==> config.mk <==
export PLATFORM = sky130hd
export DESIGN_NAME = spi_master
export DESIGN_NICKNAME = d
export VERILOG_FILES = /design/src/rtl/spi_master.sv
export SDC_FILE = /design/constraint.sdc
export NUM_CORES = 1
export LEC_CHECK = 0
export ABC_CLOCK_PERIOD_IN_PS = 2100
export BUFFER_PORTS_ARGS = -buffer_cell sky130_fd_sc_hd__buf_4
export CORE_UTILIZATION = 55
export DETAILED_ROUTE_END_ITERATION = 10
export GPL_TIMING_DRIVEN = 0
export PLACE_DENSITY = 0.88
export SYNTH_ARGS = -nofsm -noshare
export SYNTH_HDL_FRONTEND = slang
export SYNTH_SLANG_ARGS = --single-unit
==> constraint.sdc <==
create_clock -name clk -period 2.1 [get_ports clk]
set_input_delay 0.21 -clock clk [delete_from_list [all_inputs] [get_ports clk]]
set_output_delay 0.21 -clock clk [all_outputs]
set_load 0.02 [all_outputs]
==> src/rtl/spi_master.sv <==
// spi_master: SPI mode 0 (CPOL=0, CPHA=0), MSB-first, full-duplex initiator.
// Each accepted start sends one DATA_WIDTH-bit word on mosi and captures the
// reply from miso. Every output comes straight from a flop.
// Latency: ss is low for (1+2*DATA_WIDTH)*CLK_DIV cycles, starting the cycle
// after start is accepted. done pulses in the first GAP cycle.
// Backpressure: start is taken only while busy=0. A start seen while busy is
// dropped, not queued.
// Ports:
//   clk, rst (async, active-low)  system clock and reset
//   start, din                    transfer request and word to send
//   busy, done, dout              status, one-cycle completion pulse, received word
//   sck, ss, mosi, miso           SPI pins
module spi_master #(
  parameter int DATA_WIDTH = 8,
  parameter int CLK_DIV    = 4
) (
  input  logic                  clk,
  input  logic                  rst,
  input  logic                  start,
  input  logic [DATA_WIDTH-1:0] din,
  output logic                  busy,
  output logic                  done,
  output logic [DATA_WIDTH-1:0] dout,
  output logic                  sck,
  output logic                  ss,
  output logic                  mosi,
  input  logic                  miso
);

  localparam int CW = (CLK_DIV > 1) ? $clog2(CLK_DIV) : 1;
  localparam int BW = (DATA_WIDTH > 1) ? $clog2(DATA_WIDTH) : 1;
  localparam logic [CW-1:0] DIV_LAST = CW'(CLK_DIV - 1);
  localparam logic [BW-1:0] BIT_LAST = BW'(DATA_WIDTH - 1);

  typedef enum logic [2:0] {IDLE, SETUP, HIGH, LOW, GAP} state_t;

  state_t                state, state_nxt;
  logic [CW-1:0]         div_cnt, div_nxt;
  logic [BW-1:0]         bit_cnt, bit_nxt;   // bits still to send after the current one
  logic [DATA_WIDTH-1:0] tx_shift, tx_nxt;
  logic [DATA_WIDTH-1:0] rx_shift, rx_nxt;
  logic [DATA_WIDTH-1:0] dout_nxt;
  logic                  sck_nxt, ss_nxt, mosi_nxt, busy_nxt, done_nxt;
  logic                  half_end;

  assign half_end = (div_cnt == DIV_LAST);

  always_ff @(posedge clk or negedge rst) begin
    if (!rst) begin
      state    <= IDLE;
      div_cnt  <= '0;
      bit_cnt  <= '0;
      tx_shift <= '0;
      rx_shift <= '0;
      dout     <= '0;
      sck      <= 1'b0;
      ss       <= 1'b1;
      mosi     <= 1'b0;
      busy     <= 1'b0;
      done     <= 1'b0;
    end else begin
      state    <= state_nxt;
      div_cnt  <= div_nxt;
      bit_cnt  <= bit_nxt;
      tx_shift <= tx_nxt;
      rx_shift <= rx_nxt;
      dout     <= dout_nxt;
      sck      <= sck_nxt;
      ss       <= ss_nxt;
      mosi     <= mosi_nxt;
      busy     <= busy_nxt;
      done     <= done_nxt;
    end
  end

  always_comb begin
    state_nxt = state;
    div_nxt   = half_end ? '0 : div_cnt + 1'b1;
    bit_nxt   = bit_cnt;
    tx_nxt    = tx_shift;
    rx_nxt    = rx_shift;
    dout_nxt  = dout;
    sck_nxt   = sck;
    ss_nxt    = ss;
    mosi_nxt  = mosi;
    busy_nxt  = busy;
    done_nxt  = 1'b0;

    case (state)
      IDLE: begin
        div_nxt = '0;
        if (start) begin
          state_nxt = SETUP;
          tx_nxt    = din;
          rx_nxt    = '0;
          bit_nxt   = BIT_LAST;
          ss_nxt    = 1'b0;
          sck_nxt   = 1'b0;
          mosi_nxt  = din[DATA_WIDTH-1];
          busy_nxt  = 1'b1;
        end
      end
      SETUP: begin
        if (half_end) begin
          // miso is sampled on the same clk edge that raises sck.
          state_nxt = HIGH;
          sck_nxt   = 1'b1;
          rx_nxt    = {rx_shift[DATA_WIDTH-2:0], miso};
        end
      end
      HIGH: begin
        if (half_end) begin
          state_nxt = LOW;
          sck_nxt   = 1'b0;
          // After the last bit, mosi holds its value through the final LOW.
          if (bit_cnt != '0) begin
            tx_nxt   = tx_shift << 1;
            mosi_nxt = tx_shift[DATA_WIDTH-2];
          end
        end
      end
      LOW: begin
        if (half_end) begin
          if (bit_cnt != '0) begin
            state_nxt = HIGH;
            bit_nxt   = bit_cnt - 1'b1;
            sck_nxt   = 1'b1;
            rx_nxt    = {rx_shift[DATA_WIDTH-2:0], miso};
          end else begin
            state_nxt = GAP;
            ss_nxt    = 1'b1;
            mosi_nxt  = 1'b0;
            dout_nxt  = rx_shift;
            done_nxt  = 1'b1;
          end
        end
      end
      GAP: begin
        if (half_end) begin
          state_nxt = IDLE;
          busy_nxt  = 1'b0;
        end
      end
      default: begin
        state_nxt = IDLE;
      end
    endcase
  end

endmodule

# == Word level (Yosys, flattened, before mapping) ==
# Cells that the tools add are included.
# word_totals
output_inout_bits,13
input_bits,12
reg_bits,36
# op_classes
addsub,2
reduce_logical,17
muxes,42
eq_ne,13
bitwise_logic,1
# op_table
op,count
two-way mux 8 bit,4
two-way mux 3 bit,9
one-hot mux 8 bit (3 select lines),1
two-way mux 7 bit,3
two-way mux 1 bit,16
inequality test 2 bit (second input constant),8
one-hot mux 3 bit (5 select lines),1
one-hot mux 7 bit (2 select lines),1
AND reduction 4 bit,3
AND reduction 6 bit,2
AND reduction 5 bit,2
nonzero test 3 bit,3
== test 3 x 2 -> 1 bit (second input constant),2
one-hot mux 3 bit (2 select lines),1
AND reduction 3 bit,2
nonzero test 2 bit,3
two-way mux 2 bit,2
one-hot mux 1 bit (2 select lines),2
one-hot mux 1 bit (4 select lines),1
nonzero test 4 bit,1
== test 3 x 1 -> 1 bit (second input constant),1
== test 3 bit (second input constant),1
logical NOT 3 bit,1
one-hot mux 1 bit (3 select lines),1
4 further kinds,4

# == Logic depth before layout (Yosys ltp) ==
# Gate-level depths: netlist (run 1).
# logic_depth
word_depth,4
depth_mapped,7
mapped_depth_nobuf,6

# == Least setup slack after synthesis (run 1) ==
# OpenSTA, ideal clock, no wires.
# synth_path
path_type,register to register
startpoint,reg bit_cnt[0]
endpoint,reg dout[1]
arrival_ns,1.575
setup_time_ns,0.125
path_stages_with_launch,7
slack_ns,0.401
cell_sequence,dfrtp_1 inv_1 ha_1 and3b_2 nor3b_2 buf_6 mux2_2
# synth_between
elab_chain_cells,3
# synth_lines
item,line,rtl
from (decl),39,"logic [BW-1:0] bit_cnt, bit_nxt;"
from (signal assigned),64,bit_cnt <= bit_nxt;
nonzero test 3 bit,124,if (bit_cnt != '0) begin
NOT 1 bit (no source line),-,
AND reduction 3 bit (no source line),-,
to (signal assigned),67,dout <= dout_nxt;
to (decl),23,"output logic [DATA_WIDTH-1:0] dout,"
# Every way passes these cells.
# A chain may end at the register's enable or synchronous reset.

# == Worst setup path in the final report (run 1) ==
# Same ends and word-level chain as after synthesis.

==> impl_results.md, run 1 <==
- Number of library cell types mapped by synthesis: 38
- Yosys top cell area share: 0.5155
- Gpl congestion: 0.8066
- Syn Area/Cell: 12.68 sq um
- Cells after Synth: 134
- Fmax: 526.0 MHz
- Crit path DAT: 2.13 ns
- Wirelength per Cell: 16.33 um
- Clock Sinks: 36
- Worst setup endpoint: dout[1]
- DRC viols: 2
- Final cell count without fillers: 198
- Final Skew: 0.01421 ns
- RSZ-0062 raised after global routing: false
- Vias: 1177
- Antenna cell count: 0
- Post-layout nets: 181
- Worst r2r path cells: 6
- GRT Residual Overflow: 0
- Final Cycle Share: 0.9053
- PostCTS Resize Cnt: 0
- Clk pin slew, worst setup/hold paths: 0.11 ns
- Max-Cap Viols: 0
- Register area: 902.1 sq um
- Pwr dens: 1250 nW/um^2
- Fin. Hold Viols: 0
- Starting Density: 0.5956
- Routed WL: 3233 um
- Leakage: 0.0009748 uW
- Num ports: 25
- Num CTS Buffers: 5
- Reg-to-Reg End: dout[1]
- Layout cells sized above 1: 0.4311
- Place WS: 0.2180 ns
- Vias in the first global route: 1247
- Register bit count reported by yosys: 36
- Worst Hold Launch: din[0]
- Worst-case clock buffer depth: 2
- Drt first pass iters: 8
- Final ANT Viol Nets: 0
- Most used DFF post-synth: dfrtp_1
- Initial drt markers: 48
- Antenna violations before repair: 0
- Tightest Pin Transition: 0.5628 ns
- Final worst-path setup slack: 0.1988 ns
- Slowest stage delay, CP: 0.41 ns
- Cell taking the most area after synthesis: dfrtp_1
- Synth Warn #: 0
- Area grow syn2layout: 17.97%
- CTS tree: built
- Postcts setup bufs: 0
- Sum Neg Setup Slack: 0 ns
- VDD IR-drop max: 0.0006988 V
- Most frequent cell after synthesis: dfrtp_1
- Failing checks: DRC
- Total GRT Usage: 0.2250
- # rows: 19
- Die Ht: 57.58 um
- CP endpoint kind: flip-flop
- Slew HR: 0.6227
- Crit-path cells: inv_1 > ha_1 > and3b_2 > nor3b_2 > buf_6 > mux2_2
- Final Util: 0.7026
- Worst reg2reg path startpoint: bit_cnt[0]
- CP max stage cell: dfrtp_1
- Tmin final: 1.901 ns
- Core Box Area: 2853 sq um
- Post-synthesis cell area: 1699 sq um
- CP Data Required Time: 2.33 ns
- EDFF count, synth: 0
- Critical path fanouts, max: 10
- Hold-fix buffers, CTS: 1
- Slew Viols, Final: 0
- Seq/Total Area, Yosys: 0.5309
- Tot Pwr: 2505 uW
- Die area: 3315 sq um
- Largest net degree at the start of global routing: 37
- Critical path origin: bit_cnt[0]
- Final setup vio count: 0
- Root buf cell: clkbuf_4
- Via density: 5.944
- R2R Setup Slk: 0.20 ns
- Syn_nets: 149
- Inst Count DP: 189
- Clock latency on the worst-skew pair: 0.34 ns
- Top post-synthesis cells by area: dfrtp_1 52%, mux2_2 13%, a22o_1 4.1%, ha_1 2.2%, a21oi_1 1.8%
- Crit path kind: flip-flop to flip-flop
- Async SR Flop Fraction: 1.000
- DP HPWL: 2236 um
- H-tree depth: 2
- Synth cell count leaders: 35 x dfrtp_1, 20 x mux2_2, 8 x a22o_1, 8 x nand2_1
- Number of fill cells: 196
- First-pass GRT wire length: 5437 um
- Port Buffers: 24
- HP Class: primary input to flip-flop
- DIE WIDTH: 57.58 um
- Multi-input logic area: 725.7 sq um
- CP startpoint kind: flip-flop
- Outcome: complete, but fails checks
==> layout make-up <==
cell class	instances	area share
multi-input cells	85	0.3620
clock buffers	6	0.02060
inverters	6	0.01124
repair buffers	25	0.09488
plain buffers	7	0.02434
well taps	31	0.01935
flip-flops and latches	36	0.4501
clock inverters	2	0.01748
==> worst min-delay path by stage <==
stage,endpoint,depth (start not counted)
2_1_floorplan,bit_cnt[0],0
3_3_place_gp,bit_cnt[2],1
3_5_place_dp,bit_cnt[2],1
4_1_cts,tx_shift[0],3
5_1_grt,rx_shift[0],2
6_report,tx_shift[0],3
==> critical path, delay by kind of cell (launching register included) <==
kind	cells	cell delay, ns
simple gates	2	0.51
flops	1	0.41
mux	1	0.34
buf+inv	2	0.28
fa+ha+maj	1	0.25
==> metrics by stage <==
step                instance area, sq um  hold slack (ns)
floorplan                           1699         -0.08559
global placement                    1918           0.1824
detailed placement                  1918           0.1919
CTS                                 2004          0.07157
global route                        2004          0.07765
finish                              2004          0.07036
==> routing by layer <==
metal | vias to the layer above | global-route usage | share of wire
li1 | 547 | - | -
met1 | 576 | 0.2727 | 0.42
met2 | 44 | 0.3488 | 0.50
met3 | 10 | 0.07256 | 0.054
met4 | 0 | 0.1394 | 0.024
met5 | - | 0 | 0
==> power by group <==
group / internal (uW) / leakage (uW) / total (uW) / switching (uW)
sequential: 870 / 0.000460 / 973 / 104
combinational: 512 / 0.000473 / 1060 / 544
clock: 250 / 0.0000422 / 476 / 226
==> layout by cell type, fill, tap and decap left out, types with 2 or more instances in the layout <==
| cell | instances |
|---|---|
| buf_4 | 27 |
| nor2b_1 | 2 |
| nand2_1 | 8 |
| o21ai_0 | 5 |
| a22o_1 | 8 |
| ha_1 | 3 |
| clkbuf_4 | 5 |
| mux2_2 | 20 |
| nor3_1 | 5 |
| nor2_1 | 5 |
| buf_2 | 3 |
| inv_1 | 6 |
| dfrtp_1 | 35 |
| a21oi_1 | 6 |
==> state kept, by name (all words and copies together) (netlist names) <==
signal	count
bit_cnt	3
busy	1
div_cnt	2
done	1
dout	8
mosi	1
rx_shift	8
sck	1
ss	1
state	3
tx_shift	7
==> cell families (layout without fill, tap and decap cells) <==
group	count (synthesis)	count (layout)	share of synthesized area
flops	36	36	0.5309
simple gates	31	31	0.1215
compound gates	30	30	0.1421
mux	21	21	0.1414
buf+inv	13	46	0.04197
fa+ha+maj	3	3	0.02209
No activity file was read; power rests on OpenSTA's default activity.
==> run 2: changes to the inputs <==
--- a/config.mk
+++ b/config.mk
@@ -7,10 +7,12 @@
 export LEC_CHECK = 0
 export ABC_CLOCK_PERIOD_IN_PS = 2100
 export BUFFER_PORTS_ARGS = -buffer_cell sky130_fd_sc_hd__buf_4
-export CORE_UTILIZATION = 55
+export CORE_UTILIZATION = 58
+export CTS_BUF_LIST = sky130_fd_sc_hd__clkbuf_4 sky130_fd_sc_hd__clkbuf_8
 export DETAILED_ROUTE_END_ITERATION = 10
 export GPL_TIMING_DRIVEN = 0
-export PLACE_DENSITY = 0.88
+export HOLD_SLACK_MARGIN = 0.05
+export PLACE_DENSITY = 0.85
 export SYNTH_ARGS = -nofsm -noshare
 export SYNTH_HDL_FRONTEND = slang
 export SYNTH_SLANG_ARGS = --single-unit
==> run 2 against run 1 <==
Against the previous run:
- the flow now finishes without violations
- combinational power hardly changed
- setup slack improved by 0.032 ns
- utilization rose by 2.7 points
- critical path depth is the same
- count of clock-buffer cells in the layout decreased by 1
- first-iteration DRC count is 56% lower
- global-route usage rose by 0.11 points
- register-to-register slack better by 0.03 ns
- worst hold slack better by 0.0042 ns
- critical path type unchanged
- largest cell class unchanged
- highest routed layer unchanged
==> impl_results.md, run 2 (same netlist as run 1, synthesis figures left out) <==
- Outcome: finished clean
- Layout cells sized above 1: 0.4371
- Clk pin slew, worst setup/hold paths: 0.12 ns
- Critical path origin: bit_cnt[0]
- Post-layout nets: 181
- Largest regs: dout x8, rx_shift x8, tx_shift x7
- Wirelength per Cell: 16.03 um
- Gpl congestion: 0.8559
- Number of fill cells: 186
- Tmin final: 1.869 ns
- Num ports: 25
- Busiest metal layer after global routing: met2
- CP startpoint kind: flip-flop
- Psw: 890.4 uW
- Final setup vio count: 0
- VDD IR-drop max: 0.001201 V
- CP endpoint kind: flip-flop
- Crit path DAT: 2.12 ns
- DIE WIDTH: 56.13 um
- Clock share of power: 0.201
- Slew HR: 0.6182
- R2R Setup Slk: 0.23 ns
- CP Data Required Time: 2.35 ns
- Max-Cap Viols: 0
- Fmax: 535.0 MHz
- Worst reg2reg path startpoint: bit_cnt[0]
- RSZ-0062 raised after global routing: false
- Register area: 902.1 sq um
- Tightest Pin Transition: 0.5696 ns
- H-tree depth: 2
- Critical path fanouts, max: 10
- Routing usage on met2: 0.3469
- Core Box Area: 2758 sq um
- Final Cycle Share: 0.8901
- Delay-heaviest family, CP: simple AND/OR/NAND/NOR gates
- Routed WL: 3174 um
- Logic pwr share: 0.415
- Leading cell types in the layout, fill and taps excluded: 35 x dfrtp_1, 27 x buf_4, 20 x mux2_2
- Postcts setup bufs: 0
- Drt first pass iters: 4
- Antenna violations before repair: 0
- Initial drt markers: 21
- Num CTS Buffers: 5
- Crit path kind: flip-flop to flip-flop
- GRT Residual Overflow: 0
- PostCTS Resize Cnt: 0
- Clock latency on the worst-skew pair: 0.35 ns
- CP max stage cell: dfrtp_1
- CP bufs+invs: 2
- Port Buffers: 24
- Leakage: 0.0009744 uW
- M1 GR Usage: 0.2986
- Crit-path cells: inv_1 > ha_1 > and3b_2 > nor3b_2 > buf_6 > mux2_2
- Vias in the first global route: 1183
- Final ANT Viol Nets: 0
- Final cell count without fillers: 198
- Vias: 1163
- Total GRT Usage: 0.2262
- Die area: 3150 sq um
- Final worst-path setup slack: 0.2307 ns
- Die Ht: 56.13 um
- Worst-case clock buffer depth: 2
- Slew Viols, Final: 0
- Antenna cell count: 0
- Most common cell after layout, fill and taps aside: dfrtp_1
- Pint: 1635 uW
- Largest net degree at the start of global routing: 37
- Pwr dens: 1255 nW/um^2
- DP HPWL: 2182 um
- Worst Hold Launch: din[0]
- Hold-fix buffers, CTS: 1
- # rows: 19
- Final Skew: 0.006255 ns
- Place WS: 0.2548 ns
- DRC viols: 0
- Grt met3 use: 0.06977
- CTS tree: built
- Sum Neg Setup Slack: 0 ns
- Net Sw Frac: 0.3526
- Flop pwr share: 0.384
- Multi-input logic area: 725.7 sq um
- Clock Sinks: 36
- Root buf cell: clkbuf_4
- First-pass GRT wire length: 5382 um
- Area grow syn2layout: 18.41%
- HP Class: primary input to flip-flop
- Fin. Hold Viols: 0
- Slowest stage delay, CP: 0.42 ns
- Starting Density: 0.6162
- Inst Count DP: 189
- Via density: 5.874
run 2: changes by cell type in the layout (fill, tap and decap cells not counted):
| cell | change |
|---|---|
| clkinvlp_4 | +1 |
| clkinv_2 | -1 |
| inv_6 | +1 |
| clkbuf_1 | -1 |
run 2: metrics by stage:
stage / cell area (sq um) / util / power (uW) / hold slack (ns)
CTS: 2012 / 0.7296 / 2536 / 0.07405
finish: 2012 / 0.7296 / 2525 / 0.07460
detailed placement: 1918 / 0.6956 / 2029 / 0.1890
global route: 2012 / 0.7296 / 2685 / 0.06848
global placement: 1918 / 0.6956 / 1968 / 0.1849
floorplan: 1699 / - / 1783 / -0.08559
run 2: worst min-delay path: stages:
cell and delay, ns:
buf_4 0.08, nand2_1 0.03, o21ai_0 0.07
run 2: final timing paths:
path / endpoint / cells after the start
setup / recovery: dout[2] / 6
hold / removal: tx_shift[0] / 3
setup reg to reg: dout[2] / 6
hold reg to reg: div_cnt[0] / 1
max in group asynchronous: ss / 2
min in group asynchronous: rx_shift[6] / 2
run 2: per-layer routing:
metal | wire length (um) | part of all wire
met5 | 0 | 0
met4 | 65 | 0.020
met3 | 122 | 0.038
met2 | 1544 | 0.49
met1 | 1441 | 0.45
run 2: final cells by class:
cell class,instances,share of cell area
Tap cell,31,0.01928
Timing Repair Buffer,25,0.09453
Clock inverter,3,0.02301
Multi-Input combinational cell,85,0.3607
Buffer,7,0.02425
Sequential cell,36,0.4484
Inverter,6,0.01119
Clock buffer,5,0.01866
run 2: power groups by stage:
stage / logic (uW) / clock network (uW) / registers [uW]
6_report: 1050 / 509 / 969
5_1_grt: 1160 / 539 / 986
3_3_place_gp: 999 / 0 / 969
4_1_cts: 1050 / 515 / 967
2_1_floorplan: 797 / 0 / 986
3_5_place_dp: 1050 / 0 / 981
==> run 3: changes to the inputs <==
--- a/config.mk
+++ b/config.mk
@@ -7,11 +7,14 @@
 export LEC_CHECK = 0
 export ABC_CLOCK_PERIOD_IN_PS = 2100
 export BUFFER_PORTS_ARGS = -buffer_cell sky130_fd_sc_hd__buf_4
+export CAP_MARGIN = 20
+export CORE_MARGIN = 3
 export CORE_UTILIZATION = 58
 export CTS_BUF_LIST = sky130_fd_sc_hd__clkbuf_4 sky130_fd_sc_hd__clkbuf_8
 export DETAILED_ROUTE_END_ITERATION = 10
 export GPL_TIMING_DRIVEN = 0
 export HOLD_SLACK_MARGIN = 0.05
+export MAX_ROUTING_LAYER = met4
 export PLACE_DENSITY = 0.85
 export SYNTH_ARGS = -nofsm -noshare
 export SYNTH_HDL_FRONTEND = slang
==> run 3 against run 2 <==
Against the previous run:
- first-iteration DRC count up 90%
- critical endpoint is now dout[5]
- setup slack got worse by 0.045 ns
- highest routed layer unchanged
- via count increased by 1.6%
- worst hold slack improved by 0.021 ns
- largest cell class unchanged
==> impl_results.md, run 3 (same netlist as run 1, synthesis figures left out) <==
- Via density: 6.000
- Critical path fanouts, max: 10
- Logic pwr share: 0.435
- Largest net degree at the start of global routing: 37
- Met2 wire len: 1706 um
- Critical path origin: bit_cnt[0]
- CP max stage cell: dfrtp_1
- Layout cells sized above 1: 0.4337
- Slew HR: 0.6117
- Postcts setup bufs: 0
- Post-layout nets: 181
- Leading cell types in the layout, fill and taps excluded: 35 x dfrtp_1, 27 x buf_4, 20 x mux2_2
- Psw: 874.1 uW
- GRT Residual Overflow: 0
- DRC viols: 0
- Fin. Hold Viols: 0
- Post-route cell area: 1993 sq um
- First-pass GRT wire length: 5388 um
- Net Sw Frac: 0.3572
- Crit-path cells: inv_1 > ha_1 > and3b_2 > nor3b_2 > buf_6 > mux2_2
- H-tree depth: 2
- Tmin final: 1.915 ns
- Final Skew: 0.01474 ns
- Tightest Pin Transition: 0.5793 ns
- Clk pin slew, worst setup/hold paths: 0.10 ns
- Routed WL: 3311 um
- DP HPWL: 2304 um
- Outcome: finished clean
- Flop pwr share: 0.396
- Root buf cell: clkbuf_4
- Antenna cell count: 0
- Final setup vio count: 0
- Clock share of power: 0.169
- Final ANT Viol Nets: 0
- Met3 WL: 134 um
- Final Cycle Share: 0.9117
- VDD IR-drop max: 0.0009594 V
- Largest regs: dout x8, rx_shift x8, tx_shift x7
- Worst-case clock buffer depth: 2
- CP endpoint kind: flip-flop
- Most common cell after layout, fill and taps aside: dfrtp_1
- Slew Viols, Final: 0
- Crit path depth: 6
- Final Util: 0.7166
- Pwr dens: 1228 nW/um^2
- Wirelength per Cell: 16.81 um
- # rows: 19
- Delay-heaviest family, CP: simple AND/OR/NAND/NOR gates
- Vias in the first global route: 1152
- CTS tree: built
- Max-Cap Viols: 0
- Top Metal Used: met4
- Area grow syn2layout: 17.30%
- Crit path kind: flip-flop to flip-flop
- Worst Hold Launch: miso
- Initial drt markers: 40
- Place WS: 0.1998 ns
- RSZ-0062 raised after global routing: false
- Core Box Area: 2781 sq um
- CP Data Required Time: 2.33 ns
- Port Buffers: 24
- Die Ht: 60.13 um
- HP Class: primary input to flip-flop
- Slowest stage delay, CP: 0.41 ns
- Starting Density: 0.6109
- Final worst-path setup slack: 0.1854 ns
- Drt first pass iters: 4
- PostCTS Resize Cnt: 0
- Area after DPL: 1918 sq um
- DIE WIDTH: 60.13 um
- Hold path depth: 2
- Vias: 1182
- Num ports: 25
- Antenna violations before repair: 0
- Num CTS Buffers: 5
- Worst reg2reg path startpoint: bit_cnt[0]
- Clock Sinks: 36
- Pint: 1573 uW
- Worst r2r path cells: 6
- Die area: 3615 sq um
- R2R Setup Slk: 0.19 ns
- CP bufs+invs: 2
- Total GRT Usage: 0.2148
- Hold-fix buffers, CTS: 1
- M1 WL: 1431 um
- Crit path DAT: 2.14 ns
- CP startpoint kind: flip-flop
- Clock latency on the worst-skew pair: 0.35 ns
- Sum Neg Setup Slack: 0 ns
- Fmax: 522.3 MHz
- Leakage: 0.0009699 uW
- Gpl congestion: 0.8171
-- run 3: area by class of cell --
type | instances | area (sq um)
inverter | 6 | 22.52
multi-input combinational | 85 | 725.7
buffer | 7 | 48.80
fill | 208 | 788.3
tap | 31 | 38.79
sequential | 36 | 902.1
clock buffer | 7 | 65.06
timing repair buffer | 25 | 190.2
-- run 3: path summary, 6_finish.rpt --
path                          endpoint
max                            dout[5]
min                        rx_shift[0]
max reg2reg                    dout[5]
min reg2reg                 div_cnt[0]
max in group asynchronous           ss
min in group asynchronous     state[1]
-- run 3: worst reg2reg max path, delay by kind of cell, from the launching register on --
kind | cells | cell delay (ns)
fa+ha+maj | 1 | 0.26
buf+inv | 2 | 0.27
flops | 1 | 0.41
mux | 1 | 0.34
simple gates | 2 | 0.52
-- run 3: metrics by stage --
stage	hold slack [ns]	std cells	total power [uW]
6_report	0.09553	197	2447
5_1_grt	0.08666	197	2622
2_1_floorplan	-0.08559	134	1783
4_1_cts	0.08078	197	2466
3_3_place_gp	0.1811	189	1967
3_5_place_dp	0.1886	189	2041
-- run 3: layer usage --
| metal | vias to the layer above | GRT usage |
|---|---|---|
| met3 | 4 | 0.07127 |
| met4 | 0 | 0.07911 |
| met1 | 610 | 0.2587 |
| li1 | 544 | - |
| met5 | - | - |
| met2 | 24 | 0.3349 |
-- run 3: power by group through the flow --
| stage | registers [uW] | clock network [uW] | logic (uW) |
|---|---|---|---|
| 6_report | 968 | 414 | 1070 |
| 4_1_cts | 969 | 426 | 1070 |
| 5_1_grt | 992 | 461 | 1170 |
| 2_1_floorplan | 986 | 0 | 797 |
| 3_5_place_dp | 983 | 0 | 1060 |
| 3_3_place_gp | 967 | 0 | 1000 |
